<file path="src/rtl/divider_sequencer.sv">
// -----------------------------------------------------------------------------
// divider_sequencer
//
// Run-control and configuration sequencer for a modulo-N clock divider.
// A WIDTH-bit counter steps through 0..term. The block produces a tick
// pulse on the last count of every period and a divided output that
// toggles once per period. The controller starts, stops or bursts the
// divider on command. A new terminal count is staged in a pending slot and
// only takes effect at a period boundary, so a period is never cut short.
//
// Ports
//   clk        in   1        system clock, rising edge
//   reset      in   1        synchronous active-high reset
//   cfg_valid  in   1        new terminal count offered
//   cfg_term   in   WIDTH    offered terminal count (0 gives period 1)
//   cfg_ready  out  1        pending slot free; transfer on cfg_valid&cfg_ready
//   start      in   1        begin a run (only acted on while idle)
//   burst_len  in   BURST_W  ticks to produce, sampled with start; 0 = forever
//   stop       in   1        graceful stop request (only acted on in RUN)
//   busy       out  1        high in RUN or STOPPING
//   state      out  WIDTH    current counter value
//   tick       out  1        high while count equals the active term and busy
//   out        out  1        divided output, toggles at the end of each tick
//   done       out  1        one-cycle pulse on the first idle cycle after a run
// -----------------------------------------------------------------------------
module divider_sequencer #(
  parameter int WIDTH        = 3,
  parameter int DEFAULT_TERM = 5,
  parameter int BURST_W      = 4
) (
  input  logic               clk,
  input  logic               reset,
  input  logic               cfg_valid,
  input  logic [WIDTH-1:0]   cfg_term,
  output logic               cfg_ready,
  input  logic               start,
  input  logic [BURST_W-1:0] burst_len,
  input  logic               stop,
  output logic               busy,
  output logic [WIDTH-1:0]   state,
  output logic               tick,
  output logic               out,
  output logic               done
);

  typedef enum logic [1:0] {
    IDLE     = 2'd0,
    RUN      = 2'd1,
    STOPPING = 2'd2
  } fsm_t;

  fsm_t               fsm;
  logic [WIDTH-1:0]   count;
  logic [WIDTH-1:0]   term;
  logic [WIDTH-1:0]   pend_term;
  logic               pend_valid;
  logic [BURST_W-1:0] burst_cnt;
  logic               out_q;
  logic               done_q;

  logic               cfg_accept;
  logic               final_tick;

  // Handshake, tick and the "this tick ends the run" decision are all
  // derived from registered state. A run ends on a tick either because the
  // burst counter is on its last tick or because a stop is already pending.
  always_comb begin
    busy       = (fsm != IDLE);
    tick       = busy && (count == term);
    cfg_ready  = ~pend_valid;
    cfg_accept = cfg_valid && ~pend_valid;
    final_tick = tick && ((burst_cnt == BURST_W'(1)) || (fsm == STOPPING));
  end

  assign state = count;
  assign out   = out_q;
  assign done  = done_q;

  // Single sequential block for the FSM, counter, divided output and the
  // configuration slot. While idle the pending term is applied on the very
  // next edge; a term offered together with start bypasses the slot so the
  // first period already uses it. While busy the pending term only lands on
  // the wrap edge, so the term can never change in the middle of a period.
  always_ff @(posedge clk) begin
    if (reset) begin
      fsm        <= IDLE;
      count      <= '0;
      term       <= WIDTH'(DEFAULT_TERM);
      pend_term  <= '0;
      pend_valid <= 1'b0;
      burst_cnt  <= '0;
      out_q      <= 1'b0;
      done_q     <= 1'b0;
    end else begin
      done_q <= 1'b0;
      case (fsm)
        IDLE: begin
          count <= '0;
          if (pend_valid) begin
            term       <= pend_term;
            pend_valid <= 1'b0;
          end else if (cfg_accept && start) begin
            term <= cfg_term;
          end else if (cfg_accept) begin
            pend_term  <= cfg_term;
            pend_valid <= 1'b1;
          end
          if (start) begin
            fsm       <= RUN;
            out_q     <= 1'b0;
            burst_cnt <= burst_len;
          end
        end
        default: begin
          if (tick) begin
            count <= '0;
            out_q <= ~out_q;
            if (burst_cnt != '0) begin
              burst_cnt <= burst_cnt - BURST_W'(1);
            end
            if (pend_valid) begin
              term       <= pend_term;
              pend_valid <= 1'b0;
            end
          end else begin
            count <= count + WIDTH'(1);
          end
          // Accept is only possible with the slot empty, so it never
          // collides with the apply above.
          if (cfg_accept) begin
            pend_term  <= cfg_term;
            pend_valid <= 1'b1;
          end
          if (final_tick) begin
            fsm    <= IDLE;
            done_q <= 1'b1;
          end else if ((fsm == RUN) && stop) begin
            fsm <= STOPPING;
          end
        end
      endcase
    end
  end

endmodule

</file>
<file path="config.mk">
export PLATFORM = sky130hd
export DESIGN_NAME = divider_sequencer
export DESIGN_NICKNAME = d
export VERILOG_FILES = /design/src/rtl/divider_sequencer.sv
export SDC_FILE = /design/constraint.sdc
export NUM_CORES = 1
export LEC_CHECK = 0
export BUFFER_PORTS_ARGS = -buffer_cell sky130_fd_sc_hd__buf_2
export CAP_MARGIN = 20
export CORE_MARGIN = 8
export CORE_UTILIZATION = 52
export DETAILED_ROUTE_END_ITERATION = 8
export PLACE_DENSITY_LB_ADDON = 0.2
export SETUP_SLACK_MARGIN = 0.1
export SLEW_MARGIN = 20
export SYNTH_ARGS = -nofsm -noshare
export SYNTH_HDL_FRONTEND = slang
export SYNTH_SLANG_ARGS = --single-unit
</file>
<file path="constraint.sdc">
create_clock -name clk -period 1.9 [get_ports clk]
set_clock_uncertainty 0.1 [all_clocks]
set_input_delay 0.285 -clock clk [delete_from_list [all_inputs] [get_ports clk]]
set_output_delay 0.285 -clock clk [all_outputs]
set_load 0.01 [all_outputs]
</file>
==> flow_summary_export.csv <==
group,metric,value,unit
die,io-pin-count,20,
setup_path,startpoint_type,"flip-flop",
global_route,grt_overflow,0,
cells_and_area,area_growth,21.7,%
die,row_count,15,
clocking,cts_tree,"done",
route,firstDrtPassIters,4,
synth,synthDistinctLibCells,33,
clocking,root_buffer,"clkbuf_4",
cells_and_area,final_nets,138,
clocking,cts_buffers,3,
timing,fmax,571,MHz
cells_and_area,fill_cells,144,
route,drtIter0Drc,17,
clocking,clock_path_buffers,2,
flow_run,drv_cap,0,
timing,worst_pin_slew,439,ps
setup_path,crit_arrival,1370,ps
hold_path,hold_path_class,"in2reg",
clocking,htree_num_levels,1,
setup_path,path_class,"reg2out",
synth,async_flop_share,0,%
synth,yosysWarnings,0,
synth,syn_avg_cell_area,9.57,sq um
timing,hold_viol_final,0,
clocking,cts.sinks,18,
timing,rsz0062_at_grt,"true",
synth,synth.yosys.seq_area_share,38.8,%
timing,finalSetupTns,0,ps
route,num_vias,772,
cells_and_area,utilization,66.2,%
setup_path,cp.required,1510,ps
die,die_h,58.3,um
synth,synth_top_cell_by_area,"dfxtp_1",
synth,yosysMostFrequentCell,"dfxtp_1",
synth,synth_common_cells,"18 x dfxtp_1, 9 x nand2_1, 7 x mux2i_1, 7 x nor2_1",
placed_design,portBuffers,19,
clocking,clk_pin_slew_worst_paths,100,ps
timing,period_share,92.2,%
route,antenna_left,0,
global_route,grt_first_pass_wirelength,3440,um
route,drc_errors,0,
placed_design,dpl.hpwl,1500,um
clocking,hold_buffers,0,
global_route,met3_usage,5.52,%
die,start_util,54.4,%
die,dieArea,3390,sq um
power,ir_worst_vdd,0.000589,V
setup_path,cp-end-kind,"output port",
global_route,track_usage,13.3,%
global_route,grt-busiest-layer,"met2",
synth,ys_top_cells_by_area,"dfxtp_1 39%, mux2i_1 7.5%, ha_1 5.4%",
synth,synth-main-ff-cell,"dfxtp_1",
synth,synth_fp_nets,113,
die,design.core.area,1710,sq um
setup_path,path_max_fanout,3,
die,die_w,58.3,um
global_route,grtUsageMet2,20.5,%
global_route,use_met1,15.4,%
power,p_leak,0.503,nW
global_route,grt_max_degree,14,
synth,ys_ff_latch,18,
synth,syn_area,928,sq um
timing,slew_headroom,70.7,%
cells_and_area,drive_above_1_share,35.5,%
timing,drv_slew,0,
cells_and_area,diodes,0,
global_route,first_global_vias,770,
route,wire_per_inst,13.8,um
route,vias_per_cell,5.29,
global_route,antenna_found_initial,0,
synth,postSynthCellCount,97,
power,power.density,782,nW/um^2
outcome,status,"finished clean",
placed_design,finalWeightedCongestion,0.856,
clocking,clk-insertion-delay-late,300,ps
route,wirelength,2020,um
synth,synth_top_area_share,38.8,%
timing,final.min_clock_period,1750,ps
synth,synth_edf_count,0,
timing,finalSetupViolCount,0,
[registers in the layout, summed over array words and instances, names as in the netlist]
register	cells
burst_cnt	4
pend_term	3
done	1
fsm	2
term	3
pend_valid	1
out	1
state	3
[routing by layer]
metal  up-vias  part of all wire (%)
li1        393                     -
met1       358                    46
met2        16                    46
met3         5                   5.7
met4         0                   2.0
met5         -                     0
[area by class of cell]
| cell class | instances | area, sq um | area share (%) |
|---|---|---|---|
| Inverter | 6 | 22.5 | 1.99 |
| Clock buffer | 4 | 36.3 | 3.21 |
| Sequential cell | 18 | 374 | 33.1 |
| Tap cell | 25 | 31.3 | 2.77 |
| Multi-Input combinational cell | 71 | 548 | 48.5 |
| Timing Repair Buffer | 22 | 118 | 10.4 |
[kinds of logic (layout without fill, tap and decap cells)]
kind of cell             count (synthesis)  after routing  synth area share, %
AND/OR/NAND/NOR                         32             32                 19.7
multiplexers                             7              7                 7.55
adder cells (fa/ha/maj)                  4              4                 5.39
flip-flops                              18             18                 38.8
XOR/XNOR                                 4              4                 6.20
buffers and inverters                    8             32                 3.37
AO/OA/AOI/OAI                           24             24                 19.0
[placed cells by master, fill, tap and decap left out, drive strengths merged, types with 6 or more instances in the layout]
cell type,netlist,final
dfxtp,18,18
inv,6,6
a21oi,7,7
mux2i,7,7
buf,1,22
nor3,6,6
nand2,9,9
nor2,7,7
[worst max-delay path, cell delays in order, from the launching register on]
cell	delay (ps)
dfxtp_4	380
xor2_4	190
nor4_4	310
buf_2	180
[through the flow]
step                      hold slack [ps]  power [mW]  cells  instance area (sq um)  setup slack, ps
final                                 131       0.883    146                   1130              149
after global routing                  115       0.945    146                   1130             63.1
after CTS                             123       0.884    145                   1100              105
after detailed placement              342       0.644    140                   1050              315
after global placement                331       0.641    140                   1050              341
after floorplan                       332       0.592     97                    928              302
[path summary, 6_finish.rpt]
| check | start | end | slack [ps] | depth (start not counted) |
|---|---|---|---|---|
| max | state[1]$_SDFF_PP0_ | tick | 150 | 3 |
| max reg2reg | state[1]$_SDFF_PP0_ | term[1]$_SDFFE_PP0P_ | 180 | 5 |
| min | cfg_term[1] | pend_term[1]$_SDFFE_PP0P_ | 130 | 3 |
| min reg2reg | out$_SDFFE_PP0P_ | out$_SDFFE_PP0P_ | 350 | 1 |
[power by group]
group	switching, mW	total (mW)	internal [mW]
clock	0.119	0.237	0.117
sequential	0.0311	0.438	0.407
combinational	0.119	0.208	0.0899
[timing repair]
action                     4_1_cts  5_1_grt
buffers inserted                 1        1
gates resized for setup          1        9
pin swaps                        1        2
setup endpoints to repair        1        3
cloned                           0        0
Power figures use the tool's default switching activity.
